`src/rtl/lbp_pkg.sv`:
```
// Shared types and helpers for the parametrised LBP engine.
// Holds the FSM state enum, neighbour bit positions and the per-neighbour compare rule.
package lbp_pkg;

    typedef enum logic [2:0] {
        S_IDLE,
        S_BORDER,
        S_LOAD9,
        S_CALC,
        S_WRITE,
        S_LOAD3,
        S_DONE
    } state_t;

    localparam int unsigned NB_TL = 0;
    localparam int unsigned NB_T  = 1;
    localparam int unsigned NB_TR = 2;
    localparam int unsigned NB_L  = 3;
    localparam int unsigned NB_R  = 4;
    localparam int unsigned NB_BL = 5;
    localparam int unsigned NB_B  = 6;
    localparam int unsigned NB_BR = 7;

    // Sum is one bit wider than the operands, so a centre+thr beyond the pixel range
    // can never be reached by a neighbour and the bit reads 0.
    function automatic logic lbp_bit(input logic [31:0] neigh,
                                     input logic [31:0] centre,
                                     input logic [31:0] thr);
        logic [32:0] w_sum;
        w_sum = {1'b0, centre} + {1'b0, thr};
        return ({1'b0, neigh} >= w_sum);
    endfunction

endpackage

```
`src/rtl/lbp_window3x3.sv`:
```
// 3x3 pixel window: raster-indexed loads, left shift by one column, and the 8-bit LBP compare.
// Index 4 is the centre; indices 2/5/8 form the right column refilled after a shift.
module lbp_window3x3
    import lbp_pkg::*;
#(
    parameter int unsigned PIX_W = 8
) (
    input  logic             clk,
    input  logic             reset,
    input  logic             i_load,
    input  logic [3:0]       i_load_idx,
    input  logic [PIX_W-1:0] i_load_data,
    input  logic             i_shift,
    input  logic [PIX_W-1:0] i_thr,
    output logic [7:0]       o_code
);

    logic [PIX_W-1:0] r_win [9];

    always_ff @(posedge clk or negedge reset) begin
        if (!reset) begin
            for (int unsigned i = 0; i < 9; i++) r_win[i] <= '0;
        end else if (i_shift) begin
            r_win[0] <= r_win[1];
            r_win[1] <= r_win[2];
            r_win[3] <= r_win[4];
            r_win[4] <= r_win[5];
            r_win[6] <= r_win[7];
            r_win[7] <= r_win[8];
        end else if (i_load) begin
            r_win[i_load_idx] <= i_load_data;
        end
    end

    always_comb begin
        o_code        = '0;
        o_code[NB_TL] = lbp_bit(32'(r_win[0]), 32'(r_win[4]), 32'(i_thr));
        o_code[NB_T]  = lbp_bit(32'(r_win[1]), 32'(r_win[4]), 32'(i_thr));
        o_code[NB_TR] = lbp_bit(32'(r_win[2]), 32'(r_win[4]), 32'(i_thr));
        o_code[NB_L]  = lbp_bit(32'(r_win[3]), 32'(r_win[4]), 32'(i_thr));
        o_code[NB_R]  = lbp_bit(32'(r_win[5]), 32'(r_win[4]), 32'(i_thr));
        o_code[NB_BL] = lbp_bit(32'(r_win[6]), 32'(r_win[4]), 32'(i_thr));
        o_code[NB_B]  = lbp_bit(32'(r_win[7]), 32'(r_win[4]), 32'(i_thr));
        o_code[NB_BR] = lbp_bit(32'(r_win[8]), 32'(r_win[4]), 32'(i_thr));
    end

endmodule

```
`src/rtl/lbp_engine_param.sv`:
```
// Parametrised LBP engine: optional border fill, then a raster pass over interior pixels
// reading a 3x3 window (9 reads at row start, 3 per step) and writing one code per pixel.
module lbp_engine_param
    import lbp_pkg::*;
#(
    parameter int unsigned IMG_W        = 128,
    parameter int unsigned IMG_H        = 128,
    parameter int unsigned PIX_W        = 8,
    parameter int unsigned ADDR_W       = 14,
    parameter int unsigned WRITE_BORDER = 0
) (
    input  logic              clk,
    input  logic              reset,
    input  logic              start,
    input  logic [PIX_W-1:0]  thr,
    input  logic [7:0]        border_val,
    output logic              gray_req,
    output logic [ADDR_W-1:0] gray_addr,
    input  logic [PIX_W-1:0]  gray_data,
    output logic              lbp_valid,
    input  logic              lbp_ready,
    output logic [ADDR_W-1:0] lbp_addr,
    output logic [7:0]        lbp_data,
    output logic              busy,
    output logic              finish
);

    localparam logic [ADDR_W-1:0] W_A      = ADDR_W'(IMG_W);
    localparam logic [ADDR_W-1:0] WM1_A    = ADDR_W'(IMG_W - 1);
    localparam logic [ADDR_W-1:0] WM2_A    = ADDR_W'(IMG_W - 2);
    localparam logic [ADDR_W-1:0] HM2_A    = ADDR_W'(IMG_H - 2);
    localparam logic [ADDR_W-1:0] HM3_A    = ADDR_W'(IMG_H - 3);
    localparam logic [ADDR_W-1:0] FIRST_C  = ADDR_W'(IMG_W + 1);
    localparam logic [ADDR_W-1:0] LAST_ROW = ADDR_W'((IMG_H - 1) * IMG_W);

    state_t            r_state, w_state_nx;
    logic [PIX_W-1:0]  r_thr;
    logic [7:0]        r_bval, r_code, w_code;
    logic [ADDR_W-1:0] r_x, r_y, r_caddr, r_gaddr, r_baddr, r_bcnt;
    logic [1:0]        r_bphase;
    logic [3:0]        r_cnt, w_load_idx;
    logic              w_idle, w_last_col, w_last_pix, w_border_end;

    assign w_idle       = (r_state == S_IDLE) || (r_state == S_DONE);
    assign w_last_col   = (r_x == WM2_A);
    assign w_last_pix   = w_last_col && (r_y == HM2_A);
    assign w_border_end = (r_bphase == 2'd3) && (r_bcnt == HM3_A);

    always_ff @(posedge clk or negedge reset) begin
        if (!reset) r_state <= S_IDLE;
        else        r_state <= w_state_nx;
    end

    always_comb begin
        w_state_nx = r_state;
        unique case (r_state)
            S_IDLE, S_DONE: if (start) w_state_nx = (WRITE_BORDER != 0) ? S_BORDER : S_LOAD9;
            S_BORDER:       if (lbp_ready && w_border_end) w_state_nx = S_LOAD9;
            S_LOAD9:        if (r_cnt == 4'd8) w_state_nx = S_CALC;
            S_LOAD3:        if (r_cnt == 4'd2) w_state_nx = S_CALC;
            S_CALC:         w_state_nx = S_WRITE;
            S_WRITE: begin
                if (lbp_ready) begin
                    if (w_last_pix)      w_state_nx = S_DONE;
                    else if (w_last_col) w_state_nx = S_LOAD9;
                    else                 w_state_nx = S_LOAD3;
                end
            end
            default:        w_state_nx = S_IDLE;
        endcase
    end

    always_comb begin
        w_load_idx = r_cnt;
        if (r_state == S_LOAD3)
            w_load_idx = (r_cnt == 4'd0) ? 4'd2 : ((r_cnt == 4'd1) ? 4'd5 : 4'd8);
    end

    always_ff @(posedge clk or negedge reset) begin
        if (!reset) begin
            r_thr    <= '0;
            r_bval   <= '0;
            r_code   <= '0;
            r_x      <= '0;
            r_y      <= '0;
            r_caddr  <= '0;
            r_gaddr  <= '0;
            r_baddr  <= '0;
            r_bcnt   <= '0;
            r_bphase <= '0;
            r_cnt    <= '0;
        end else begin
            unique case (r_state)
                S_IDLE, S_DONE: begin
                    if (start) begin
                        r_thr    <= thr;
                        r_bval   <= border_val;
                        r_x      <= ADDR_W'(1);
                        r_y      <= ADDR_W'(1);
                        r_caddr  <= FIRST_C;
                        r_gaddr  <= '0;
                        r_cnt    <= '0;
                        r_baddr  <= '0;
                        r_bcnt   <= '0;
                        r_bphase <= '0;
                    end
                end
                S_BORDER: begin
                    if (lbp_ready) begin
                        r_bcnt <= r_bcnt + ADDR_W'(1);
                        unique case (r_bphase)
                            2'd0: if (r_bcnt == WM1_A) begin
                                r_bphase <= 2'd1; r_bcnt <= '0; r_baddr <= LAST_ROW;
                            end else r_baddr <= r_baddr + ADDR_W'(1);
                            2'd1: if (r_bcnt == WM1_A) begin
                                r_bphase <= 2'd2; r_bcnt <= '0; r_baddr <= W_A;
                            end else r_baddr <= r_baddr + ADDR_W'(1);
                            2'd2: if (r_bcnt == HM3_A) begin
                                r_bphase <= 2'd3; r_bcnt <= '0; r_baddr <= W_A + WM1_A;
                            end else r_baddr <= r_baddr + W_A;
                            default: if (!w_border_end) r_baddr <= r_baddr + W_A;
                        endcase
                    end
                end
                S_LOAD9: begin
                    r_cnt   <= r_cnt + 4'd1;
                    r_gaddr <= ((r_cnt == 4'd2) || (r_cnt == 4'd5)) ? r_gaddr + WM2_A
                                                                     : r_gaddr + ADDR_W'(1);
                end
                S_LOAD3: begin
                    r_cnt   <= r_cnt + 4'd1;
                    r_gaddr <= r_gaddr + W_A;
                end
                S_CALC: begin
                    r_code <= w_code;
                    r_cnt  <= '0;
                end
                S_WRITE: begin
                    if (lbp_ready) begin
                        // New centre minus (W+1) for a row start, or minus (W-1) for the next right column: both are caddr+2-W.
                        r_gaddr <= r_caddr + ADDR_W'(2) - W_A;
                        r_cnt   <= '0;
                        if (w_last_col) begin
                            r_x     <= ADDR_W'(1);
                            r_y     <= r_y + ADDR_W'(1);
                            r_caddr <= r_caddr + ADDR_W'(3);
                        end else begin
                            r_x     <= r_x + ADDR_W'(1);
                            r_caddr <= r_caddr + ADDR_W'(1);
                        end
                    end
                end
                default: ;
            endcase
        end
    end

    lbp_window3x3 #(
        .PIX_W (PIX_W)
    ) u_win (
        .clk         (clk),
        .reset       (reset),
        .i_load      (gray_req),
        .i_load_idx  (w_load_idx),
        .i_load_data (gray_data),
        .i_shift     ((r_state == S_WRITE) && lbp_ready),
        .i_thr       (r_thr),
        .o_code      (w_code)
    );

    assign gray_req  = (r_state == S_LOAD9) || (r_state == S_LOAD3);
    assign gray_addr = r_gaddr;
    assign lbp_valid = (r_state == S_WRITE) || (r_state == S_BORDER);
    assign lbp_addr  = (r_state == S_BORDER) ? r_baddr : ((r_state == S_WRITE) ? r_caddr : '0);
    assign lbp_data  = (r_state == S_BORDER) ? r_bval : r_code;
    assign busy      = !w_idle;
    assign finish    = (r_state == S_DONE);

endmodule

```
`config.mk`:
```
export PLATFORM = sky130hd
export DESIGN_NAME = lbp_engine_param
export DESIGN_NICKNAME = d
export VERILOG_FILES = /design/src/rtl/lbp_pkg.sv /design/src/rtl/lbp_window3x3.sv /design/src/rtl/lbp_engine_param.sv
export SDC_FILE = /design/constraint.sdc
export NUM_CORES = 1
export LEC_CHECK = 0
export CORE_ASPECT_RATIO = 1.25
export CORE_MARGIN = 2
export CORE_UTILIZATION = 40
export DETAILED_ROUTE_END_ITERATION = 12
export PLACE_DENSITY_LB_ADDON = 0.08
export SETUP_SLACK_MARGIN = 0.05
export SYNTH_ARGS = -nofsm -noshare
export SYNTH_HDL_FRONTEND = slang
export SYNTH_SLANG_ARGS = --single-unit
```
`constraint.sdc`:
```
create_clock -name clk -period 4.1 [get_ports clk]
set_clock_uncertainty 0.1 [all_clocks]
set_input_delay 1.23 -clock clk [delete_from_list [all_inputs] [get_ports clk]]
set_output_delay 1.23 -clock clk [all_outputs]
set_load 0.01 [all_outputs]
```
# [Yosys cells after proc, flatten, opt, wreduce, memory -nomap -nowiden]
# Cells that the tools add are included.
[totals] inputBits=28 reg_bits=189 word_cells=165
[op_classes] n_bitwise=2 reduce_logical=31 magnitude_cmp=10 muxes=58 add_sub_neg=14 eq_ne=29
[op_table] op="two-way mux 14 bit" count=21
[op_table] op=">= comparator 8 x 33 -> 1 bit" count=8
[op_table] op="one-hot mux 14 bit (2 select lines)" count=6
[op_table] op="adder 14 x 1 -> 14 bit (second input constant)" count=6
[op_table] op="bitwise mux 72 bit" count=1
[op_table] op="two-way mux 72 bit" count=1
[op_table] op="== test 14 x 7 -> 1 bit (second input constant)" count=4
[op_table] op="one-hot mux 14 bit (4 select lines)" count=1
[op_table] op="two-way mux 16 bit" count=3
[op_table] op="one-hot mux 14 bit (3 select lines)" count=1
[op_table] op="demux 8 bit (select 4 bit)" count=1
[op_table] op="adder 14 x 2 -> 14 bit (second input constant)" count=2
[op_table] op="adder 14 x 8 -> 14 bit (second input constant)" count=2
[op_table] op="two-way mux 3 bit" count=7
[op_table] op="two-way mux 4 bit" count=5
[op_table] op="one-hot mux 3 bit (6 select lines)" count=1
[op_table] op="two-way mux 8 bit" count=2
[op_table] op="one-hot mux 4 bit (4 select lines)" count=1
[op_table] op="adder 14 x 7 -> 14 bit (second input constant)" count=1
[op_table] op="!= test 2 bit (second input constant)" count=7
[op_table] op="subtractor 14 x 8 -> 14 bit (second input constant)" count=1
[op_table] op="AND reduction 3 bit" count=4
[op_table] op="two-way mux 2 bit" count=5
[op_table] op="adder 8 x 8 -> 9 bit" count=1
[op_table] op="other kinds (32)" count=52

# [Depth between registers and ports, before layout]
# Gate-level depths: netlist of the first run.
[depth] depth_word=12 depth_mapped=13 depth_no_buf=13

# [By module]
# A second synthesis of the first run with hierarchy kept.
[hier_totals] cells_unflattened=1281 hier_area_um2=12001.5
[modules_own_cells] module="lbp_engine_param" area_each_um2=7138.1 instances=1 seq_area_each_um2=2927.8 cells_per_inst=803
[modules_own_cells] module="lbp_window3x3" area_each_um2=4863.4 instances=1 seq_area_each_um2=1801.7 cells_per_inst=478

# [Least setup slack after synthesis of the first run]
# OpenSTA, ideal clock, no wires.
[synth_timing] path_type="register to register" start="register u_win.r_win[33] (netlist name)" end="register r_code[7]" path_slack_ns=0.887 path_stages_with_launch=14 setup_ns=0.139 arrival_time_ns=2.974 path_buffers=0 t_required_ns=3.861 cell_sequence="dfrtp_1 > ha_1 > a21o_1 > a21oi_1 > nor2b_1 > o21ai_0 > nor2b_1 > xor2_1 > ha_1 > nor2b_1 > a2111oi_0 > o21ai_0 > a221oi_1 > a211oi_1"
[synth_between] elab_chain_len=2
[synth_rtl] element="start: declaration" line="lbp_window3x3.sv:18" text="logic [PIX_W-1:0] r_win [9];"
[synth_rtl] element="start signal: indexed assignment" line="lbp_window3x3.sv:31" text="r_win[i_load_idx] <= i_load_data;"
[synth_rtl] element="adder 8 x 8 -> 9 bit" line="lbp_pkg.sv:30" text="w_sum = {1'b0, centre} + {1'b0, thr};"
[synth_rtl] element=">= comparator 8 x 33 -> 1 bit" line="lbp_pkg.sv:31" text="return ({1'b0, neigh} >= w_sum);"
[synth_rtl] element="end signal: assignment" line="lbp_engine_param.sv:135" text="r_code <= w_code;"
[synth_rtl] element="end: declaration" line="lbp_engine_param.sv:38" text="logic [7:0] r_bval, r_code, w_code;"
# Every way passes these cells.
# A chain may end at the register's enable or synchronous reset.

# [Worst setup path after layout of the first run]
[layout_timing] start="register r_state[1]" end="output port gray_req"
[layout_between] elab_chain_len=2
[layout_rtl] element="start: declaration" line="lbp_engine_param.sv:36" text="state_t r_state, w_state_nx;"
[layout_rtl] element="start signal: assignment" line="lbp_engine_param.sv:51" text="else r_state <= w_state_nx;"
[layout_rtl] element="== test 3 x 2 -> 1 bit / == test 3 bit (equally long branches)" line="lbp_engine_param.sv:171" text="assign gray_req = (r_state == S_LOAD9) || (r_state == S_LOAD3);"
[layout_rtl] element="logical OR 1 bit (*)" line="lbp_engine_param.sv:171"
[layout_rtl] element="end: declaration" line="lbp_engine_param.sv:17" text="output logic gray_req,"
# Mark *: on every way between the ends. The rest lies on a longest branch, timed or not.

==> flow_summary.toml, run 1 <==
[critical_path]
crit_type = "reg -> out"
endpoint_kind = "primary output"
cp.arrival_ns = 2.51
cp_max_fo = 17
cp-start-kind = "register"
critPathRequiredTime_ns = 2.77

[sta]
post-route-period-util = 0.9372
max_freq_ghz = 0.2602
maxSlewViolCount = 0
relSlewSlack = 0.4972
setup_viol = 0
finalHoldViolations = 0
finalSetupTns_ns = 0
finalWorstPathRequiredPeriod_ns = 3.842
hold-worst-slack_ns = 0.3973
worst_slew_pin_slew_ns = 0.7497
rsz0062_at_grt = "no"

[detailed_routing]
vias = 9647
drtIter0Drc = 515
first_pass_iters = 5
drc = 0
drtAntennaViolNets = 0
wirelength_um = 33090
via_per_inst = 5.651
wl_per_cell_um = 19.38

[flow_run]
maxCapViolCount = 0

[clocking]
clockBufferDepth = 2
clk_latency_ns = 0.44
clk_pin_slew_ns = 0.07
htree_levels = 4
cts-root-buf = "clkbuf_16"
cts_made_buffers = 17
cts_tree = "done"
clock-sinks = 189
holdBufCountCts = 0

[die]
coreArea_um2 = 29170
ios = 68
die_w_um = 157.8
dieHeight_um = 196.2
std_cell_rows = 70
die_area_um2 = 30950
start_util = 0.4053

[power_and_ir_drop]
p_per_area_nw_per_um2 = 291.1
vdd_drop_max_uv = 182.4
p_leak_nw = 5.953

[final_layout]
multiInputGateArea_um2 = 6701
n_antenna_cell = 0
nets = 1415
layout_common_cells = "dfrtp_1 (188), nor2_1 (139), nand2_1 (111), ha_1 (87), clkdlybuf4s50_1 (66)"
final_common_cell = "dfrtp_1"
seq_area_um2 = 4731
area_growth_pct = 14.68
fill_cells = 2846
drive_above_1_share = 0.09840

[global_route]
grt_antenna_before_repair = 0
grtUsageTotal = 0.2231
grt_pass1_wl_um = 53720
grt_max_degree = 73
grt_pass1_vias = 9714
overflow = 0

[placed_design]
dpl.hpwl_um = 24490
port-buffer-count = 67
gp_congestion = 0.8387

[synthesis]
ys_ff_latch = 189
ys.flop_type = "dfrtp_1"
syn_inst = 1240
synth_area_um2 = 11820
synth_edf_count = 0
yosysWarnings = 0
postSynthAreaPerCell_um2 = 9.532
async_flop_share = 1.000
seq_area_frac_synth = 0.4001
synth_cell_types = 78
synth_nets = 1357

[worst_hold_path]
hold_class = "reg -> reg"

[outcome]
status = "completed"
path summary, 6_finish.rpt:
path | endpoint | startpoint | slack, ns | cells past startpoint
setup / recovery | gray_req | r_state[1] | 0.26 | 5
hold / removal | r_x[13] | r_x[13] | 0.40 | 1
setup reg to reg | r_code[2] | u_win.r_win[33] | 0.44 | 14
hold reg to reg | r_x[13] | r_x[13] | 0.40 | 1
max in group asynchronous | u_win.r_win[63] | reset | 2.27 | 2
min in group asynchronous | r_caddr[0] | reset | 0.64 | 1
synthesized netlist by cell type, types with 4 or more instances:
cell         n  share of area
a21oi_1     45          0.019
a211oi_1    17          0.011
and4_1       4         0.0030
o22ai_1     11         0.0058
o2bb2ai_1    4         0.0030
clkbuf_1    38          0.012
ha_1        87          0.092
nand3_1     37          0.016
a21o_1      20          0.013
a22oi_1     11         0.0070
nand2b_1    17         0.0090
dfrtp_1    189           0.40
nor4_1       8         0.0042
nand4_1     17         0.0090
o31ai_1      6         0.0038
a31oi_1      6         0.0032
or2_2        5         0.0026
nand2_1    111          0.035
mux2_2      42          0.040
o21ai_1      4         0.0017
a32o_1       4         0.0034
buf_2       11         0.0047
nor3_1      22         0.0093
nor2_1     139          0.044
and3_1      17         0.0090
or3_1       11         0.0058
a221o_1     48          0.041
a211o_1      4         0.0030
nor2b_1     11         0.0058
o32ai_1      6         0.0044
inv_1       46          0.015
xor2_1      37          0.027
maj3_1       7         0.0059
o21ai_0     60          0.025
xnor2_1     24          0.018
o211ai_1     8         0.0051
and2_1      10         0.0053
a22o_1      25          0.019
o21a_1       7         0.0044
per-stage QoR:
step / utilization / power [mW] / instances / setup slack, ns / area [um2]
finish: 0.4648 / 3.947 / 1707 / 0.2575 / 13560
global placement: 0.4454 / 2.351 / 1675 / 0.5792 / 12990
CTS: 0.4647 / 4.004 / 1707 / 0.1495 / 13550
detailed placement: 0.4454 / 2.353 / 1675 / 0.4713 / 12990
floorplan: - / 2.173 / 1240 / 0.8875 / 11820
global route: 0.4648 / 4.126 / 1707 / 0.09026 / 13560
per-layer routing:
layer	global-route usage	up-vias	wire length [um]	share of wire
met5	0	-	0	0
met4	0.07609	0	874	0.026
met3	0.02651	50	982	0.030
met2	0.3878	198	16750	0.51
met1	0.2850	4723	14480	0.44
li1	-	4676	-	-
registers in the layout (all words and copies together) (netlist names):
name         count
r_bcnt          14
r_state          3
r_cnt            4
gray_addr       14
u_win.r_win     72
r_baddr         14
r_code           8
r_bphase         2
r_caddr         14
r_bval           8
r_x             14
r_thr            8
r_y             14
critical path, stage by stage (launching register included):
cell             delay, ns
dfrtp_1               0.57
nor2b_1               0.21
and2_1                0.45
nor2_2                0.13
inv_1                 0.16
clkdlybuf4s50_1       0.56
kinds of logic (layout without fill, tap and decap cells):
| family | Yosys count | count (layout) | synth area share |
|---|---|---|---|
| XOR/XNOR | 61 | 61 | 0.04520 |
| AO/OA/AOI/OAI | 314 | 314 | 0.1951 |
| buffers and inverters | 100 | 171 | 0.03356 |
| AND/OR/NAND/NOR | 435 | 435 | 0.1821 |
| flip-flops | 189 | 189 | 0.4001 |
| adder cells (fa/ha/maj) | 96 | 96 | 0.1014 |
| multiplexers | 45 | 45 | 0.04255 |
timing repair:
item / 4_1_cts / 5_1_grt
buffers inserted: 0 / 0
gates resized for setup: 0 / 1
endpoints found under the setup margin: 0 / 1
report_power, final:
group	switching, mW	leakage [nW]	internal (mW)	total, mW
Clock	0.744	0.274	0.888	1.63
Combinational	0.149	3.18	0.158	0.308
Sequential	0.0850	2.50	1.92	2.01
layout make-up:
cell class | instances | area share
clock buffers | 23 | 0.03526
clock inverters | 9 | 0.006369
inverters | 47 | 0.01301
multi-input cells | 951 | 0.4944
flip-flops and latches | 189 | 0.3490
well taps | 396 | 0.03655
repair buffers | 92 | 0.06544
Power figures use the tool's default switching activity.
==> inputs of run 2 (changes only) <==
Clock period 4.1 ns to 4 ns, I/O delays scaled along.
==> flow_summary.toml, run 2 (same netlist as run 1, synthesis figures left out) <==
[global_route]
grt_antenna_before_repair = 0
grt_pass1_vias = 9985
grtUsageTotal = 0.2274
grt_pass1_wl_um = 54950
grt_max_degree = 75
overflow = 0

[critical_path]
cp_slowest_cell = "clkdlybuf4s50_1"
crit_type = "reg -> out"
cp_max_fo = 23
critPathRequiredTime_ns = 2.70
path_common_cell = "buf_4"
cp.arrival_ns = 2.40
endpoint_kind = "primary output"
cpPeakStageDelay_ns = 0.54
cp-start-kind = "register"
worstPathCellList = "buf_4 > inv_2 > nor3_2 > buf_4 > a22o_1 > clkdlybuf4s50_1"
r2r_cells = 14

[final_layout]
nets = 1421
final_util = 0.4669
area_growth_pct = 15.20
n_antenna_cell = 0
layout_common_cells = "dfrtp_1 (187), nor2_1 (139), nand2_1 (111), ha_1 (87), clkdlybuf4s50_1 (66)"
largest_reg_flops = 72
multiInputGateArea_um2 = 6703
drive_above_1_share = 0.1063
final_common_cell = "dfrtp_1"
regMostFlops = "u_win.r_win"
seq_area_um2 = 4732
fill_cells = 2823

[clocking]
clk_latency_ns = 0.44
clk_pin_slew_ns = 0.07
cts_made_buffers = 17
clockBufferDepth = 2
cts-root-buf = "clkbuf_16"
htree_levels = 4
holdBufCountCts = 0
cts_tree = "done"
clock-sinks = 189

[detailed_routing]
drtAntennaViolNets = 0
vias = 9781
drtIter0Drc = 549
drc = 0
wirelength_um = 33510
wl_per_cell_um = 19.56
via_per_inst = 5.710
first_pass_iters = 5

[die]
coreArea_um2 = 29170
start_util = 0.4053
std_cell_rows = 70
die_w_um = 157.8
ios = 68
die_area_um2 = 30950
dieHeight_um = 196.2

[worst_hold_path]
hold_depth = 1
hold_class = "reg -> reg"

[sta]
maxSlewViolCount = 0
finalWorstPathRequiredPeriod_ns = 3.701
relSlewSlack = 0.5205
worst_slew_pin_slew_ns = 0.7150
finalHoldViolations = 0
setup_viol = 0
max_freq_ghz = 0.2702
rsz0062_at_grt = "no"
post-route-period-util = 0.9253
finalSetupTns_ns = 0

[power_and_ir_drop]
power.switching_mw = 1.094
p_seq_frac = 0.501
vdd_drop_max_uv = 220.1
share_comb_of_total_power = 0.077
p_clk_frac = 0.421
power.internal_mw = 3.015
swShare = 0.2663
p_leak_nw = 5.985
p_per_area_nw_per_um2 = 301.8

[placed_design]
port-buffer-count = 67
gp_congestion = 0.8231
dpl.hpwl_um = 24950

[outcome]
status = "completed"

[flow_run]
maxCapViolCount = 0
==> run 2: cell types whose count changed in the layout (fill, tap and decap cells not counted), sizes merged <==
cell      before  now
clkinv         5    3
clkinvlp       2    3
inv           48   55
buf           25   31
clkbuf        24   18
==> run 2: stage by stage <==
step	worst slack (ns)	total power, mW	area (um2)	hold slack [ns]	cells
after global placement	0.5274	2.415	13040	0.3838	1681
after detailed placement	0.4395	2.419	13040	0.3825	1681
final	0.2988	4.110	13620	0.3982	1713
after floorplan	0.7875	2.227	11820	0.3493	1240
after CTS	0.07963	4.155	13610	0.3972	1713
after global routing	0.1032	4.276	13620	0.4261	1713
==> run 2: timing repair <==
item	CTS	global route
endpoints found under the hold margin	0	0
resized for setup	0	3
buffers inserted	0	0
endpoints found under the setup margin	0	2
==> run 2: power groups by stage <==
stage                     Combinational, mW  Clock (mW)  Sequential, mW
after floorplan                       0.167           0            2.06
after global placement                0.320           0            2.09
after detailed placement              0.325           0            2.09
after CTS                             0.326        1.77            2.06
after global routing                  0.360        1.85            2.07
final                                 0.318        1.73            2.06
==> run 2: path summary, 6_finish.rpt <==
path,from,to,slack [ns]
max in group asynchronous,reset,r_state[1],2.32
max reg2reg,u_win.r_win[33],r_code[7],0.45
min,r_x[13],r_x[13],0.40
min in group asynchronous,reset,gray_addr[3],0.68
max,r_state[0],lbp_addr[0],0.30
min reg2reg,r_x[13],r_x[13],0.40
==> run 2: cell type report <==
type	instances	share of cell area
well taps	396	0.03639
multi-input cells	951	0.4922
flip-flops and latches	189	0.3475
repair buffers	98	0.06846
inverters	47	0.01296
clock buffers	17	0.03124
clock inverters	15	0.01121
==> run 2: worst max-delay path: cells and delay by family, from the launching register on <==
kind / cells / cell delay, ns
DFF: 1 / 0.46
buffers and inverters: 4 / 1.18
AOI/OAI and AO/OA: 1 / 0.20
and+or+nand+nor: 1 / 0.12
==> run 2: routing by layer <==
layer  track usage  vias up  part of all wire
met5             0        -                 0
met4       0.07912        0             0.026
met3       0.03093       47             0.025
met2        0.4005      165              0.52
met1        0.2830     4884              0.43
li1              -     4685                 -
